[src/rtl/pheap_level_pkg.sv]
// Shared types, constants and helpers for the pipelined-heap level managers.
// Key/value widths are fixed here; a level's capacity must fit in CAP_W bits.
package pheap_level_pkg;

    localparam int KEY_W      = 8;
    localparam int VAL_W      = 8;
    localparam int MAX_LEVELS = 8;
    localparam int CAP_W      = MAX_LEVELS;

    typedef enum logic [1:0] {
        LENQ  = 2'd0,
        LDEQ  = 2'd1,
        LREPL = 2'd2
    } opcode_t;

    typedef enum logic [1:0] {
        DONE       = 2'd0,
        WAIT       = 2'd1,
        NEXT_LEVEL = 2'd2
    } done_t;

    typedef struct packed {
        logic [KEY_W-1:0] key;
        logic [VAL_W-1:0] value;
    } kv_t;

    typedef struct packed {
        logic             active;
        kv_t              kv;
        logic [CAP_W-1:0] capacity;
    } entry_t;

    localparam logic [KEY_W-1:0] KEY0        = '0;
    localparam kv_t              KV_EMPTY    = '0;
    localparam entry_t           ENTRY_EMPTY = '0;

    // Free slots in the subtree rooted at one node of the given level.
    function automatic logic [CAP_W-1:0] cap_init(input int levels, input int level);
        int span;
        span = levels - level + 1;
        return CAP_W'((32'd1 << span) - 32'd1);
    endfunction

    // Key that loses every comparison, so an emptied node never wins.
    function automatic kv_t fill_kv(input bit min_mode);
        kv_t f;
        f     = KV_EMPTY;
        f.key = min_mode ? {KEY_W{1'b1}} : KEY0;
        return f;
    endfunction

    function automatic logic better(input entry_t a, input entry_t b, input bit min_mode);
        if (!a.active) return 1'b0;
        if (!b.active) return 1'b1;
        return min_mode ? (a.kv.key < b.kv.key) : (a.kv.key > b.kv.key);
    endfunction

endpackage

[src/rtl/pheap_child_sel.sv]
// Combinational child picker: chooses which child an operation continues into
// and which child kv would be promoted into the current node.
module pheap_child_sel
    import pheap_level_pkg::*;
#(
    parameter bit MIN_MODE = 1'b0
) (
    input  entry_t  i_child_l,
    input  entry_t  i_child_r,
    input  kv_t     i_in,
    input  opcode_t i_op,
    output logic    o_end_pos,
    output kv_t     o_win_kv,
    output logic    o_in_stays
);

    entry_t w_in_e;
    logic   w_right_best;

    // NOTE: every output is given a value before any branch, so no latch is inferred.
    always_comb begin
        w_in_e        = ENTRY_EMPTY;
        w_in_e.active = 1'b1;
        w_in_e.kv     = i_in;

        // Left wins ties: right is chosen only when strictly better.
        w_right_best = better(i_child_r, i_child_l, MIN_MODE);
        o_win_kv     = w_right_best ? i_child_r.kv : i_child_l.kv;
        o_in_stays   = !better(i_child_l, w_in_e, MIN_MODE) &&
                       !better(i_child_r, w_in_e, MIN_MODE);
        o_end_pos    = w_right_best;

        if (i_op == LENQ) begin
            if (!i_child_r.active) begin
                o_end_pos = 1'b1;
            end else if (!i_child_l.active) begin
                o_end_pos = 1'b0;
            end else if ((i_child_l.capacity != '0) && (i_child_r.capacity != '0)) begin
                o_end_pos = better(i_child_l, i_child_r, MIN_MODE);
            end else if (i_child_l.capacity != '0) begin
                o_end_pos = 1'b0;
            end else begin
                o_end_pos = 1'b1;
            end
        end
    end

endmodule

[src/rtl/pheap_level.sv]
// One level of the pipelined-heap priority queue: owns 2^(LEVEL-1) nodes, runs a
// single ENQ/DEQ/REPL step on the selected node and hands the residue downward.
module pheap_level
    import pheap_level_pkg::*;
#(
    parameter int LEVELS   = 4,
    parameter int LEVEL    = 1,
    parameter bit MIN_MODE = 1'b0,
    parameter int PW       = (LEVEL > 1) ? LEVEL - 1 : 1
) (
    input  logic             clk,
    input  logic             rst_n,
    input  logic             start,
    input  opcode_t          op,
    input  logic [PW-1:0]    pos_in,
    input  kv_t              in,
    input  entry_t           rBotL,
    input  entry_t           rBotR,
    output logic             active,
    output done_t            done,
    output logic [PW-1:0]    raddrBot,
    output logic [LEVEL-1:0] pos_out,
    output kv_t              out,
    output kv_t              node_out,
    output logic             full,
    output logic             empty,
    output logic             err
);

    localparam int               NODES    = 1 << (LEVEL - 1);
    localparam logic [CAP_W-1:0] CAP_INIT = cap_init(LEVELS, LEVEL);
    localparam bit               IS_LEAF  = (LEVEL == LEVELS);
    localparam kv_t              FILL     = fill_kv(MIN_MODE);

    typedef enum logic {S_IDLE, S_EXEC} state_t;

    state_t           r_state;
    state_t           w_state_next;
    opcode_t          r_op;
    logic [PW-1:0]    r_pos;
    kv_t              r_in;
    entry_t           r_nodes [NODES];
    logic             r_active;
    done_t            r_done;
    kv_t              r_out;
    logic [LEVEL-1:0] r_pos_out;
    logic             r_err;

    logic [PW-1:0]    w_idx;
    logic [PW-1:0]    w_view_idx;
    entry_t           w_node;
    entry_t           w_view;
    entry_t           w_in_e;
    entry_t           w_child_l;
    entry_t           w_child_r;
    logic             w_end_pos;
    kv_t              w_win_kv;
    logic             w_in_stays;
    logic [LEVEL-1:0] w_pos_next;
    logic             w_wr;
    entry_t           w_wr_entry;
    kv_t              w_out;
    done_t            w_done;
    logic             w_err;

    // The top level has a single node, so its index inputs are don't-care.
    assign w_idx      = (LEVEL == 1) ? '0 : r_pos;
    assign w_view_idx = (LEVEL == 1) ? '0 : pos_in;
    assign w_node     = r_nodes[w_idx];
    assign w_view     = r_nodes[w_view_idx];

    always_comb begin
        w_child_l        = rBotL;
        w_child_r        = rBotR;
        w_child_l.active = rBotL.active & ~IS_LEAF;
        w_child_r.active = rBotR.active & ~IS_LEAF;
        w_in_e           = ENTRY_EMPTY;
        w_in_e.active    = 1'b1;
        w_in_e.kv        = r_in;
    end

    pheap_child_sel #(
        .MIN_MODE (MIN_MODE)
    ) u_child_sel (
        .i_child_l  (w_child_l),
        .i_child_r  (w_child_r),
        .i_in       (r_in),
        .i_op       (r_op),
        .o_end_pos  (w_end_pos),
        .o_win_kv   (w_win_kv),
        .o_in_stays (w_in_stays)
    );

    generate
        if (LEVEL == 1) begin : g_root_pos
            assign w_pos_next = w_end_pos;
        end else begin : g_inner_pos
            assign w_pos_next = {r_pos, w_end_pos};
        end
    endgenerate

    // Result of the EXEC cycle for the latched node.
    always_comb begin
        w_wr       = 1'b0;
        w_wr_entry = w_node;
        w_out      = KV_EMPTY;
        w_done     = DONE;
        w_err      = 1'b0;
        case (r_op)
            LENQ: begin
                if (w_node.capacity == '0) begin
                    w_err = 1'b1;
                end else begin
                    w_wr                = 1'b1;
                    w_wr_entry.capacity = w_node.capacity - 1'b1;
                    if (!w_node.active) begin
                        w_wr_entry.active = 1'b1;
                        w_wr_entry.kv     = r_in;
                    end else begin
                        if (better(w_in_e, w_node, MIN_MODE)) begin
                            w_wr_entry.kv = r_in;
                            w_out         = w_node.kv;
                        end else begin
                            w_out = r_in;
                        end
                        w_done = IS_LEAF ? DONE : NEXT_LEVEL;
                    end
                end
            end
            LDEQ: begin
                if (!w_node.active) begin
                    w_err = 1'b1;
                end else begin
                    w_wr                = 1'b1;
                    w_out               = w_node.kv;
                    w_wr_entry.capacity = (w_node.capacity >= CAP_INIT) ? CAP_INIT
                                                                         : w_node.capacity + 1'b1;
                    if (!w_child_l.active && !w_child_r.active) begin
                        w_wr_entry.active = 1'b0;
                        w_wr_entry.kv     = FILL;
                    end else begin
                        w_wr_entry.kv = w_win_kv;
                        w_done        = NEXT_LEVEL;
                    end
                end
            end
            LREPL: begin
                if (!w_node.active) begin
                    w_err = 1'b1;
                end else begin
                    w_wr = 1'b1;
                    if (w_in_stays) begin
                        w_wr_entry.kv = r_in;
                    end else begin
                        w_wr_entry.kv = w_win_kv;
                        w_out         = r_in;
                        w_done        = NEXT_LEVEL;
                    end
                end
            end
            default: w_err = 1'b1;
        endcase
    end

    always_comb begin
        w_state_next = r_state;
        case (r_state)
            S_IDLE:  if (start) w_state_next = S_EXEC;
            S_EXEC:  w_state_next = S_IDLE;
            default: w_state_next = S_IDLE;
        endcase
    end

    // NOTE: sequential state uses non-blocking assignments so every register samples pre-edge values.
    always_ff @(posedge clk or negedge rst_n) begin
        if (!rst_n) r_state <= S_IDLE;
        else        r_state <= w_state_next;
    end

    always_ff @(posedge clk or negedge rst_n) begin
        if (!rst_n) begin
            r_op      <= LENQ;
            r_pos     <= '0;
            r_in      <= KV_EMPTY;
            r_active  <= 1'b0;
            r_done    <= DONE;
            r_out     <= KV_EMPTY;
            r_pos_out <= '0;
            r_err     <= 1'b0;
            // NOTE: the node store is reset because every node must start empty with full capacity.
            for (int i = 0; i < NODES; i++) begin
                r_nodes[i] <= '{active: 1'b0, kv: FILL, capacity: CAP_INIT};
            end
        end else begin
            r_err <= 1'b0;
            case (r_state)
                S_IDLE: begin
                    if (start) begin
                        r_op     <= op;
                        r_pos    <= pos_in;
                        r_in     <= in;
                        r_active <= 1'b1;
                        r_done   <= WAIT;
                    end else begin
                        r_done <= DONE;
                    end
                end
                S_EXEC: begin
                    r_active  <= 1'b0;
                    r_done    <= w_done;
                    r_out     <= w_out;
                    r_pos_out <= w_pos_next;
                    r_err     <= w_err;
                    if (w_wr) r_nodes[w_idx] <= w_wr_entry;
                end
                default: r_active <= 1'b0;
            endcase
        end
    end

    assign active   = r_active;
    assign done     = r_done;
    assign raddrBot = r_pos;
    assign pos_out  = r_pos_out;
    assign out      = r_out;
    assign err      = r_err;
    assign node_out = w_view.kv;
    assign full     = (w_view.capacity == '0);
    assign empty    = (w_view.capacity == CAP_INIT);

endmodule

[config.mk]
export PLATFORM = sky130hd
export DESIGN_NAME = pheap_level
export DESIGN_NICKNAME = d
export VERILOG_FILES = /design/src/rtl/pheap_level_pkg.sv /design/src/rtl/pheap_child_sel.sv /design/src/rtl/pheap_level.sv
export SDC_FILE = /design/constraint.sdc
export NUM_CORES = 1
export LEC_CHECK = 0
export BUFFER_PORTS_ARGS = -buffer_cell sky130_fd_sc_hd__buf_2
export CAP_MARGIN = 10
export CORE_ASPECT_RATIO = 1.4
export CORE_UTILIZATION = 53
export DETAILED_ROUTE_END_ITERATION = 12
export GPL_TIMING_DRIVEN = 0
export PLACE_DENSITY = 0.88
export SYNTH_ARGS = -nofsm -noshare
export SYNTH_HDL_FRONTEND = slang
export SYNTH_SLANG_ARGS = --single-unit
[constraint.sdc]
create_clock -name clk -period 2.7 [get_ports clk]
set_input_delay 0.135 -clock clk [delete_from_list [all_inputs] [get_ports clk]]
set_output_delay 0.135 -clock clk [all_outputs]
set_load 0.005 [all_outputs]
==> flow_summary.ini <==
[outcome]
status = completed

[layout]
stdcell_count = 683
ff_latch_area_um2 = 1630
area_delta_synth_final_pct = 24.5
nets = 688
multi_input_area_um2 = 2220
drive_gt1_share_pct = 32.1
diodes = 0
fillers = 600

[placement]
hpwl_um = 8500
portBuffers = 111
gp_congestion = 0.889
place_inst = 655

[setup_path]
crit_path_end_kind = register
critical_path_class = reg2reg
critPathArrivalTime_ns = 2.85
crit_path_start = r_nodes[0]
r2r_start = r_nodes[0]
worst_setup_path_start_kind = register
rrSetupSlack_ns = 0.11
critPathRequiredTime_ns = 2.96
rr_worst_depth = 11
r2r_end = node_out[0]
worstPathMaxFanout = 10

[yosys]
netlist.area_leader.share_pct = 36.2
ys.warnings.count = 0
async_reset_ff_share_pct = 100
synth-main-ff-cell = dfrtp_1
syn_nets = 553
yosysUniqueCellTypes = 53
yosysTopAreaCell = dfrtp_1
synth-seq-cells = 65
yosysMostFrequentCell = dfrtp_1
syn_avg_cell_area_um2 = 9.51
yosysSeqAreaShare_pct = 38.7
synth_edf_count = 0
synthTopCellsByCount = dfrtp_1, nand2_1, inv_1
syn_area_um2 = 4210
netlist_instances = 443
ys_top_cells_by_area = dfrtp_1, ha_1, nand2_1

[pwr]
netSwitchingFraction_pct = 37.0
internal-power_mw = 2.57
report.power.total_mw = 4.08
cellLeakagePower_nw = 2.62
vdd.ir_drop.worst_v = 0.000349
comb_power_share_pct = 43.6
power_frac_seq_pct = 38.1
switching_power_mw = 1.51
p_clk_share_pct = 18.4
power-per-cell-area_nw_per_um2 = 777

[detailed_routing]
post_drt_wl_per_cell_um = 17.2
routed_wl_um = 11700
viasPerCell = 5.87
dr_total_vias = 4007
wl_met3_um = 719
drc_errors = 0
drt_iter0_markers = 336
firstDrtPassIters = 5
wl_met2_um = 6080
met1_length_um = 4450
maxUsedRoutingLayer = met4
drtAntennaViolNets = 0

[global_routing]
grt_overflow_total = 0
antenna_found_initial = 0
grt_pass1_wl_um = 18600
grt_max_degree = 37
grt_pass1_vias = 4002
gr-usage-all-layers_pct = 29.1

[sta]
worstMarginPinSlew_ns = 0.721
max_freq_mhz = 386
finalMaxSlewViolations = 0
slew_headroom_pct = 51.9
fin_crit_sh_pct = 96.0
rsz0062_at_grt = false
finalSetupViolations = 0
fin_skew_ns = 0.00895
finalHoldViolCount = 0
period_needed_ns = 2.59

[floorplan]
die_area_um2 = 8310
initial_core_util_pct = 54.7
rows = 38
fp.dieH_um = 107
io-pin-count = 112
core-area_um2 = 7700
die-width_um = 77.4

[cts]
clock-root-buffer = clkbuf_8
cts_made_buffers = 9
cts.htree.levels = 3
cts_tree = done
clk_pin_slew_ns = 0.07
cts_buffer_depth = 2
insertion_delay_ns = 0.35
cts_sinks = 65

[run]
max_cap_violations = 0

[min_path]
hold_path_class = in2reg
whs_endpoint = r_in[10]
min_from = in[10]
hold_depth = 3
==> cell usage in the layout (no fill, tap or decap), types with 4 or more instances in the layout <==
master and count:
ha_1 38, dfrtp_1 61, dlygate4sd3_1 11, nor2b_1 20, inv_1 40, buf_2 114
mux2i_1 8, clkbuf_8 11, nand3_1 6, a31oi_1 4, nand2_1 49, o221ai_1 5
clkbuf_1 11, nor3_1 4, o221ai_2 11, buf_4 18, a21oi_1 28, o211ai_1 6
dfstp_2 4, nand4_1 5, nor2_1 23, a221o_1 16, and4_1 4, buf_6 6
o21ai_0 31, nor4_1 4
==> cell type report <==
cell class              count  area share [%]
flip-flops and latches     65            31.1
clock inverters             3           0.334
multi-input cells         301            42.3
repair buffers            124            13.2
clock buffers              13            3.03
plain buffers              36            4.72
well taps                 100            2.38
inverters                  41            2.93
==> worst max-delay path, stage by stage (launching register included) <==
cell and delay, ns:
dfstp_2 0.57, inv_1 0.06, ha_1 0.21, or3b_4 0.27, o21ai_4 0.09, a21oi_4 0.21, o21ai_2 0.07, a31o_1 0.19
buf_6 0.14, a211o_4 0.36, buf_6 0.18, o221ai_2 0.13
==> how the worst max path moves through the flow <==
stage,endpoint,slack [ns],depth (start not counted)
after floorplan,out[10],0.32,10
after detailed placement,out[14],-0.11,10
final,node_out[0],0.11,11
after CTS,out[12],0.08,10
after global routing,node_out[1],0.007,11
after global placement,out[9],-0.04,10
==> timing repair <==
| action | in CTS | in global routing |
|---|---|---|
| endpoints found under the hold margin | 39 | 0 |
| resized for setup | 2 | 5 |
| buffers inserted | 0 | 1 |
| setup endpoints to repair | 20 | 13 |
| hold buffers | 11 | 0 |
| pin swaps | 1 | 2 |
==> routing by layer <==
metal  GRT usage (%)  vias up
li1                -     1835
met1            32.4     1936
met2            50.7      197
met3            5.68       39
met4            18.5        0
met5               0        -
==> through the flow <==
step | TNS [ns] | hold slack, ns | util, % | cell area, um2 | worst slack, ns
2_1_floorplan | 0 | -0.161 | - | 4210 | 0.318
3_3_place_gp | -0.347 | 0.342 | 63.5 | 4890 | -0.0376
3_5_place_dp | -1.08 | 0.211 | 63.8 | 4910 | -0.112
4_1_cts | 0 | 0.0000984 | 67.7 | 5210 | 0.0803
5_1_grt | 0 | 0.00706 | 68.1 | 5250 | 0.00680
6_report | 0 | 0.000252 | 68.1 | 5250 | 0.108
==> power by group through the flow <==
stage	combinational [mW]	clock, mW	sequential [mW]
floorplan	1.15	0	1.49
global placement	1.62	0	1.54
detailed placement	1.69	0	1.56
CTS	1.74	0.755	1.55
global route	1.95	0.808	1.58
finish	1.78	0.748	1.55
==> registers in the layout (all words and copies together), names as in the netlist <==
register  flops
pos_out       1
r_nodes       9
r_op          2
r_in         16
node_out     16
out          16
raddrBot      1
done          2
active        1
err           1
==> logic make-up after synthesis <==
family          Yosys count  synth area share (%)
buf+inv                  77                  9.53
fa+ha+maj                38                  11.3
flops                    65                  38.7
compound gates          123                  22.5
mux                       9                  2.17
xor+xnor                  5                  1.04
simple gates            126                  14.8
Power figures use the tool's default switching activity.
